### src/rtl/uart_tx_ctrl.sv
// UART transmit frame sequencer: start, data, optional parity, stop.
// Drives load/shift strobes and the output mux select per baud tick.
module uart_tx_ctrl #(
  parameter int DATA_WIDTH = 8,
  localparam int CNT_W = $clog2(DATA_WIDTH)
) (
  input  logic       CLK,
  input  logic       RST,
  input  logic       DATA_VALID,
  input  logic       PAR_EN,
  input  logic       PAR_TYP,
  input  logic       BAUD_TICK,
  output logic       LOAD,
  output logic       BAUD_CLR,
  output logic       SER_SHIFT,
  output logic [1:0] MUX_SEL,
  output logic       PAR_ODD,
  output logic       BUSY
);

  typedef enum logic [2:0] {
    IDLE,
    START,
    DATA,
    PARITY,
    STOP
  } state_t;

  localparam logic [CNT_W-1:0] LAST = CNT_W'(DATA_WIDTH - 1);

  state_t           state;
  state_t           state_n;
  logic [CNT_W-1:0] bit_cnt;
  logic [CNT_W-1:0] cnt_n;
  logic             par_en_q;
  logic             accept;
  logic             shift;

  always_ff @(posedge CLK) begin
    if (RST) begin
      state    <= IDLE;
      bit_cnt  <= '0;
      par_en_q <= 1'b0;
      PAR_ODD  <= 1'b0;
    end else begin
      state   <= state_n;
      bit_cnt <= cnt_n;
      if (accept) begin
        par_en_q <= PAR_EN;
        PAR_ODD  <= PAR_TYP;
      end
    end
  end

  // Strobes are masked during reset so nothing leaks while RST is held
  always_comb begin
    state_n = state;
    cnt_n   = bit_cnt;
    accept  = 1'b0;
    shift   = 1'b0;
    unique case (state)
      IDLE: begin
        accept = DATA_VALID;
      end
      START: begin
        if (BAUD_TICK) state_n = DATA;
      end
      DATA: begin
        if (BAUD_TICK) begin
          shift = 1'b1;
          if (bit_cnt == LAST) begin
            cnt_n   = '0;
            state_n = par_en_q ? PARITY : STOP;
          end else begin
            cnt_n = bit_cnt + CNT_W'(1);
          end
        end
      end
      PARITY: begin
        if (BAUD_TICK) state_n = STOP;
      end
      STOP: begin
        if (BAUD_TICK) begin
          if (DATA_VALID) accept = 1'b1;
          else state_n = IDLE;
        end
      end
      default: begin
        state_n = IDLE;
      end
    endcase
    accept = accept & ~RST;
    shift  = shift & ~RST;
    if (accept) begin
      state_n = START;
      cnt_n   = '0;
    end
  end

  assign LOAD      = accept;
  assign BAUD_CLR  = accept;
  assign SER_SHIFT = shift;

  always_comb begin
    MUX_SEL = 2'b11;
    BUSY    = 1'b1;
    unique case (state)
      IDLE:    BUSY    = 1'b0;
      START:   MUX_SEL = 2'b00;
      DATA:    MUX_SEL = 2'b01;
      PARITY:  MUX_SEL = 2'b10;
      STOP:    MUX_SEL = 2'b11;
      default: BUSY    = 1'b0;
    endcase
  end

endmodule

### config.mk
export PLATFORM = sky130hd
export DESIGN_NAME = uart_tx_ctrl
export DESIGN_NICKNAME = d
export VERILOG_FILES = /design/src/rtl/uart_tx_ctrl.sv
export SDC_FILE = /design/constraint.sdc
export NUM_CORES = 1
export LEC_CHECK = 0
export CAP_MARGIN = 10
export CORE_ASPECT_RATIO = 1.2
export CORE_MARGIN = 1.5
export CORE_UTILIZATION = 28
export DETAILED_ROUTE_END_ITERATION = 8
export DONT_BUFFER_PORTS = 1
export HOLD_SLACK_MARGIN = 0.1
export RECOVER_POWER = 100
export SKIP_LAST_GASP = 1
export SYNTH_ARGS = -nofsm -noshare
export SYNTH_HDL_FRONTEND = slang
export SYNTH_SLANG_ARGS = --single-unit
### constraint.sdc
create_clock -name CLK -period 1.4 [get_ports CLK]
set_input_delay 0.28 -clock CLK [delete_from_list [all_inputs] [get_ports CLK]]
set_output_delay 0.28 -clock CLK [all_outputs]
set_load 0.1 [all_outputs]
==> results of run 1 <==
-- sequential cells by signal (all words and copies together) (netlist names) --
signal    flops
state         3
PAR_ODD       1
bit_cnt       3
par_en_q      1
-- repair_timing --
action / CTS / global route
setup endpoints to repair: 6 / 6
pin swaps: 2 / 2
hold buffers: 0 / 0
gates resized for setup: 8 / 0
setup buffers: 6 / 0
-- cells in the final DEF (no fill, tap or decap), types with 2 or more instances in the layout --
cell      n
buf_12    6
buf_4     9
clkbuf_4  4
dfxtp_1   5
dfxtp_4   2
ha_1      2
mux2i_1   3
nand2_1   2
nand2b_1  3
nand3_1   2
nor2_1    4
-- metrics by stage --
step                worst slack [ns]  power [mW]  cell area (um2)
floorplan                     -0.294       0.456              493
global placement              0.0666       0.539              648
detailed placement            0.0458       0.542              648
global route                  -0.178       0.776              734
finish                        -0.139       0.747              734
CTS                           -0.145       0.761              747
-- how the worst max path moves through the flow --
| stage | from | end | slack (ns) | cells after the start |
|---|---|---|---|---|
| after CTS | state[2]$_SDFFE_PP0P_ | SER_SHIFT | -0.14 | 3 |
| after floorplan | state[0]$_SDFFE_PP0P_ | BUSY | -0.29 | 2 |
| after global placement | state[0]$_SDFFE_PP0P_ | BAUD_CLR | 0.07 | 3 |
| after detailed placement | state[0]$_SDFFE_PP0P_ | BAUD_CLR | 0.05 | 3 |
| final | state[0]$_SDFFE_PP0P_ | SER_SHIFT | -0.14 | 3 |
| after global routing | state[0]$_SDFFE_PP0P_ | SER_SHIFT | -0.18 | 3 |
-- routing by layer --
metal	up-vias	wire, um	track usage [%]
met5	-	0	0
met4	0	21	9.66
met3	2	28	1.42
met2	8	526	24.3
met1	188	415	17.6
li1	209	-	-
-- where the power goes --
part / internal, mW / switching (mW) / total [mW]
registers: 0.237 / 0.00983 / 0.247
clock network: 0.0982 / 0.0802 / 0.178
logic: 0.130 / 0.192 / 0.322
-- area by class of cell --
class | count | area [um2] | share of cell area (%)
Sequential cell | 8 | 169 | 23.0
Timing Repair Buffer | 17 | 206 | 28.1
Clock buffer | 3 | 22.5 | 3.07
Multi-Input combinational cell | 36 | 312 | 42.4
Inverter | 1 | 3.75 | 0.511
Tap cell | 17 | 21.3 | 2.90
-- worst max-delay path, cell delays in order (launching register included) --
cell	delay (ns)
dfxtp_4	0.36
and4bb_4	0.30
nor2b_4	0.16
buf_12	0.18
-- cell families (layout without fill, tap and decap cells) --
| logic type | after synthesis | count (layout) |
|---|---|---|
| AOI/OAI and AO/OA | 7 | 7 |
| xor gates and xnor gates | 2 | 2 |
| adders and majority gates | 2 | 2 |
| buffers and inverters | 4 | 21 |
| DFF | 8 | 8 |
| muxes | 4 | 4 |
| and+or+nand+nor | 21 | 21 |
==> impl_results.md, run 1 <==
* Status: finished, violations left
* Violated checks: negative setup slack
* Data required time at the worst endpoint at roughly 1.1 ns
* Final hold violation count at 0
* DRT iter0 DRCs at 8
* Die ar. at around 1900 um2
* Leak pwr at between 0.2 and 0.3 nW
* Fillers at roughly 150
* Adder-cell share of the synthesized area at around 5.5%
* Remaining global-route overflow at 0
* Clock Sinks at 8
* Avg Synthesized Cell Area at ~9.4 um2
* Critical Path Fanout Max at 4
* Reg2reg end: state[0]$_SDFFE_PP0P_
* Post-synth top area share at between 30% and 40%
* First-pass GRT wire length at roughly 1.8 mm
* Worst Setup Path Type: reg2out
* Synthesized flop and latch total at 8
* Share of flip-flops with an asynchronous set or reset at 0%
* Residual DRC count at 0
* Skew final at 0.00952 ns
* Root Buffer: clkbuf_4
* YS warnings at 0
* Share of cells above drive strength 1 at approximately half
* Final Non-Filler Cells at 82
* Ranking of synthesized cells by area: dfxtp_1 35%, mux2i_1 6.6%, ha_1 5.5%
* Setup violators final at 6
* Crit path arrival time at roughly 1.3 ns
* Starting Density at a little under a third
* Reg2reg setup slack at 0.09 ns
* DR WL/cell at 12.1 um
* Hold depth at 1
* R2R depth at 5
* Synth top cells by count: 8 x dfxtp_1, 4 x nand2b_1, 4 x nor2_1
* Synthesized cell area at 452 um2
* Post-synthesis compound-gate area fraction at between 10% and 20%
* Area leader, netlist: dfxtp_1
* Placement row count at 15
* Maximum vdd ir drop at just over 0.0006 V
* DP Cell Count at 73
* Final worst slack at -0.139 ns
* Primary FF master, synth: dfxtp_1
* Layout Nets at 75
* Startpoint types: flip-flop
* CORE AREA at about 1500 um2
* # diodes at 0
* Routability Congestion at 0.735
* Via count at 407
* Number of global-route vias before repair at approximately 430
* I/O Pins at 13
* XOR/XNOR share of the synthesized area at under 10%
* Largest net degree at the start of global routing at 9
* Register area share after synthesis at between 30% and 40%
* Fin crit period at 1.54 ns
* Relative slew slack at roughly four fifths
* Post-Synthesis Cells at 48
* Horiz. Die Dim at ~40 um
* Mapped Nets at 56
* CTS tree: done
* Total wire length at slightly below 1 mm
* Die Ht at between 40 and 50 um
* Detailed placement HPWL at roughly 760 um
* Worst Hold Class: in2reg
* EDFF count, synth at 0
* Period utilization at 110%
* CP Capture Type: output pin
* Post-synthesis simple-gate area fraction at around 29%
* Pwr Density at 1020 nW/um2
* Slew Limit Fails at 0
* Mux share of post-synthesis cell area at ~9.1%
* Top-count cell post-synth: dfxtp_1
* Area Overhead vs Synth at 62.6%
* Worst-path clk slew at 0.06 ns
* Post-detailed-route via-to-cell ratio at between 4 and 5
* RSZ-0062 raised after global routing: true
* Worst flop-to-flop path startpoint: bit_cnt[0]$_SDFFE_PP0P_
* Total global-route track usage at between 10 and 15%
* ANT nets after route at 0
* Clock Path Buffers at 2
* WHS at 0.163 ns
* Clk_lat worst skew at 0.26 ns
* Worst hold start: PAR_TYP
* Port bufs at 0
* Cts bufs inserted at 3
* Initial DRT Pass Iterations at 3
* Final Util at 50.2%
* Largest family of logic cells by synthesized area: simple AND/OR/NAND/NOR gates
* Distinct cell type count after synthesis at 29
* CTS HTree Levels at 1
* Worst Hold End: PAR_ODD$_SDFFE_PP0P_
* Max_cap viols at 0
* Setup TNS at -0.563 ns
* Antenna violations before repair at 0
* Worst-Margin Slew at 0.313 ns
* Fmax at approximately 650 MHz
Note: power is estimated with default switching activity, not from simulation.
==> run 2: changes to the inputs <==
--- a/config.mk
+++ b/config.mk
@@ -5,7 +5,6 @@
 export SDC_FILE = /design/constraint.sdc
 export NUM_CORES = 1
 export LEC_CHECK = 0
-export CAP_MARGIN = 10
 export CORE_ASPECT_RATIO = 1.2
 export CORE_MARGIN = 1.5
 export CORE_UTILIZATION = 28
==> results of run 2 <==
The final DEF is identical to that of run 1; final timing and power are the same.
==> edit 1 (flow settings as in run 1) <==
`DATA_WIDTH`: 8 -> 16.
--- a/src/rtl/uart_tx_ctrl.sv
+++ b/src/rtl/uart_tx_ctrl.sv
@@ -1,7 +1,7 @@
 // UART transmit frame sequencer: start, data, optional parity, stop.
 // Drives load/shift strobes and the output mux select per baud tick.
 module uart_tx_ctrl #(
-  parameter int DATA_WIDTH = 8,
+  parameter int DATA_WIDTH = 16,
   localparam int CNT_W = $clog2(DATA_WIDTH)
 ) (
   input  logic       CLK,
Check against the original RTL: no difference found for any inputs over 10 cycles, from zero or initial values and one cycle with RST high; that may be too few to reach the edited logic, so the function may still have changed.
==> edit 1 against run 1 <==
- fmax fell by 11%
- sequential cell count rose by 1
- largest power group unchanged
- total power rose by 9.6%
- area after synthesis rose by 20%
- routed wire length rose by 36%
- design area rose by 13%
- worst setup slack got worse by 190 ps
- the flow still finishes with violations (negative setup slack)
==> edit 1: results (changes against run 1) <==
cts_sinks: 9  # +1
violations: "negative setup slack"
setup_slack_ps: -333.1  # -194.3 ps
firstDrtPassIters: 4  # +1
drive_above_1_share: 0.3750  # -0.1327
status: "complete, but fails checks"
syn_area_per_cell_um2: 8.335  # -11%
nonClockInverterCount: 3  # +2
dp.final_hpwl_um: 954.9  # +25%
gp_congestion: 0.7319  # -0.39%
setup_viol: 5  # -1
p_sw_w: 0.0003135  # +11%
grt_pass1_vias: 551  # +28%
comb_power_share: 0.410  # -0.021
grt_max_degree: 12  # +3
wl_met1_um: 533  # +28%
yosysSeqAreaShare: 0.3326  # -0.02201
clk_share: 0.03167  # +0.001010
route.met2.wl_um: 694  # +32%
power_w: 0.0008194  # +9.6%
synthAdderAreaFrac: 0.02309  # -0.03231
ir_worst_vdd_mv: 0.5277  # -15%
worstPathArrival_ps: 1450  # +190 ps
layout.comb_gates.multi_input: 48  # +33%
vias_per_cell: 5.384  # +8.5%
multi_input_area_share: 0.4691  # +0.04489
buf_share: 0.2398  # -0.04127
synthMuxAreaShare: 0.01848  # -0.07294
met1_usage: 0.1475  # -0.02897
[edit 1: timing repair]
action                                 in CTS  in global routing
buffers inserted                            1                  0
hold buffers                                1                  0
resized for setup                           3                  2
pin swaps                                   1                  0
endpoints found under the hold margin       3                  0
setup endpoints to repair                   8                  8
[edit 1: through the flow]
step,setup slack (ps),setup TNS (ps)
floorplan,-837.3,-1663
global placement,-111.1,-267.6
detailed placement,-122.6,-309.5
CTS,-349.4,-1353
global route,-371.9,-1669
finish,-333.1,-1238
[edit 1: path summary, 6_finish.rpt]
check,endpoint,slack (ps),depth (start not counted)
worst max-delay path,LOAD,-330,3
worst min-delay path,state[1]$_SDFFE_PP0P_,110,1
worst max register to register,bit_cnt[3]$_SDFFE_PP0P_,0,4
worst min register to register,PAR_ODD$_SDFFE_PP0P_,480,2
[edit 1: critical path: stages, from the launching register on]
cell       delay, ps
dfxtp_1          310
or3b_4           410
nor3_4           220
clkbuf_16        250
==> edit 2 (config.mk and constraints of run 1) <==
Made on the original files. Reset style: asynchronous (`RST`), changed in one clocked block.
--- a/src/rtl/uart_tx_ctrl.sv
+++ b/src/rtl/uart_tx_ctrl.sv
@@ -36,7 +36,7 @@
   logic             accept;
   logic             shift;
 
-  always_ff @(posedge CLK) begin
+  always_ff @(posedge CLK or posedge RST) begin
     if (RST) begin
       state    <= IDLE;
       bit_cnt  <= '0;
Behaviour: differs if RST is asserted again (counterexample within 4 cycles, from zero or initial values and one cycle with RST high); with RST held inactive, the same outputs for 10 cycles.
==> edit 2 against run 1 <==
- the run still ends with negative setup slack left
- area after synthesis is 15% higher
- sequential cell count stayed put
- fmax decreased by 0.78%
- routed wire length is 17% higher
- critical path type unchanged
- non-clock buffer count rose by 7
- highest routed layer is now met3
- via count up 7.1%
- design area increased by 21%
- first-iteration DRC count decreased by 25%
- worst setup slack lost 12 ps
Power is not shown: default switching activity piles up to over one toggle a cycle in this logic, so the estimate is an artifact.
==> edit 2: results (changes against run 1) <==
route.met2.wl_um: 681  # +29%
crit_end: "BUSY"
use_met2: 0.2205  # -0.02211
final_net_count: 82  # +9.3%
dp_cells: 78  # +6.8%
wl_per_cell_um: 12.80  # +5.8%
use_met3: 0.04676  # +0.03254
synth_ff_type: "dfrtp_1"
grt_pass1_vias: 438  # +1.6%
synth-xor-area-share: 0.03373  # -0.005046
worst_path_max_delay_cell: "dfrtp_2"
syn_inst: 49  # +2.1%
grt_pass1_wl_um: 1938  # +6.8%
dp.final_hpwl_um: 823  # +8.1%
finClkSkew_ps: 16.51  # +6.994 ps
hold_end: "state[1]$_DFFE_PP0P_"
pre_cts_slack_ps: -73.14  # -119.0 ps
vias_per_cell: 4.791  # -3.5%
async_flop_share: 1.000  # +1.000
track_usage: 0.1217  # -0.02444
holdWs_ps: 132.4  # -30.99 ps
setup_slack_ps: -151.0  # -12.15 ps
drtIter0Drc: 6  # -2
cp_max_fo: 3  # -1
crit_start: "state[1]$_DFFE_PP0P_"
routed_wl_um: 1165  # +17%
violations: "negative setup slack"
reg2reg_to: "state[0]$_DFFE_PP0P_"
root_buffer: "clkbuf_4"
worstMarginPinSlew_ps: 483.2  # +169.9 ps
syn_nets: 57  # +1.8%
place_area_um2: 749.5  # +16%
firstDrtPassIters: 4  # +1
fillers: 153  # +3.4%
synthAdderAreaFrac: 0.04819  # -0.007209
r2r_slack_ps: 10  # -80 ps
fin_tns_setup_ps: -816.1  # -253.2 ps
setup_viol: 6  # unchanged
hold_start: "BAUD_TICK"
cpPeakStageDelay_ps: 430  # +70 ps
ys_types: 28  # -3.4%
wl_met1_um: 421  # +1.4%
drive_above_1_share: 0.6301  # +0.1224
met1_usage: 0.1374  # -0.03908
synth_common_cells: "dfrtp_1 (8), inv_1 (5), nand2_1 (4)"
synth_compound_area_frac: 0.1590  # +0.03715
status: "complete, but fails checks"
synthMuxAreaShare: 0.05783  # -0.03358
topRoutingLayerUsed: "met3"
cpLargestDelayFamily: "flip-flops"
yosysSeqAreaShare: 0.3855  # +0.03097
gp_congestion: 0.7307  # -0.56%
synth.area.top_cells: "dfrtp_1 (39%), mux2_4 (5.8%), ha_1 (4.8%)"
-- edit 2: area by class of cell --
class | instances | area (um^2) | area share
Clock buffer | 4 | 26.28 | 0.02958
Timing Repair Buffer | 24 | 259.0 | 0.2915
Multi-Input combinational cell | 31 | 346.6 | 0.3901
Sequential cell | 8 | 203.9 | 0.2296
Inverter | 6 | 30.03 | 0.03380
Tap cell | 18 | 22.52 | 0.02535
-- edit 2: what timing repair did --
item,CTS,global route
pin swaps,2,6
hold buffers,1,0
resized for setup,5,5
setup endpoints to repair,8,10
setup buffers,7,1
endpoints found under the hold margin,8,0
-- edit 2: cell families (layout without fill, tap and decap cells) --
family                     count (synthesis)  in the layout
and+or+nand+nor                           15             15
AOI/OAI and AO/OA                         10             10
buffers and inverters                     10             34
DFF                                        8              8
adders and majority gates                  2              2
xor gates and xnor gates                   2              2
muxes                                      2              2
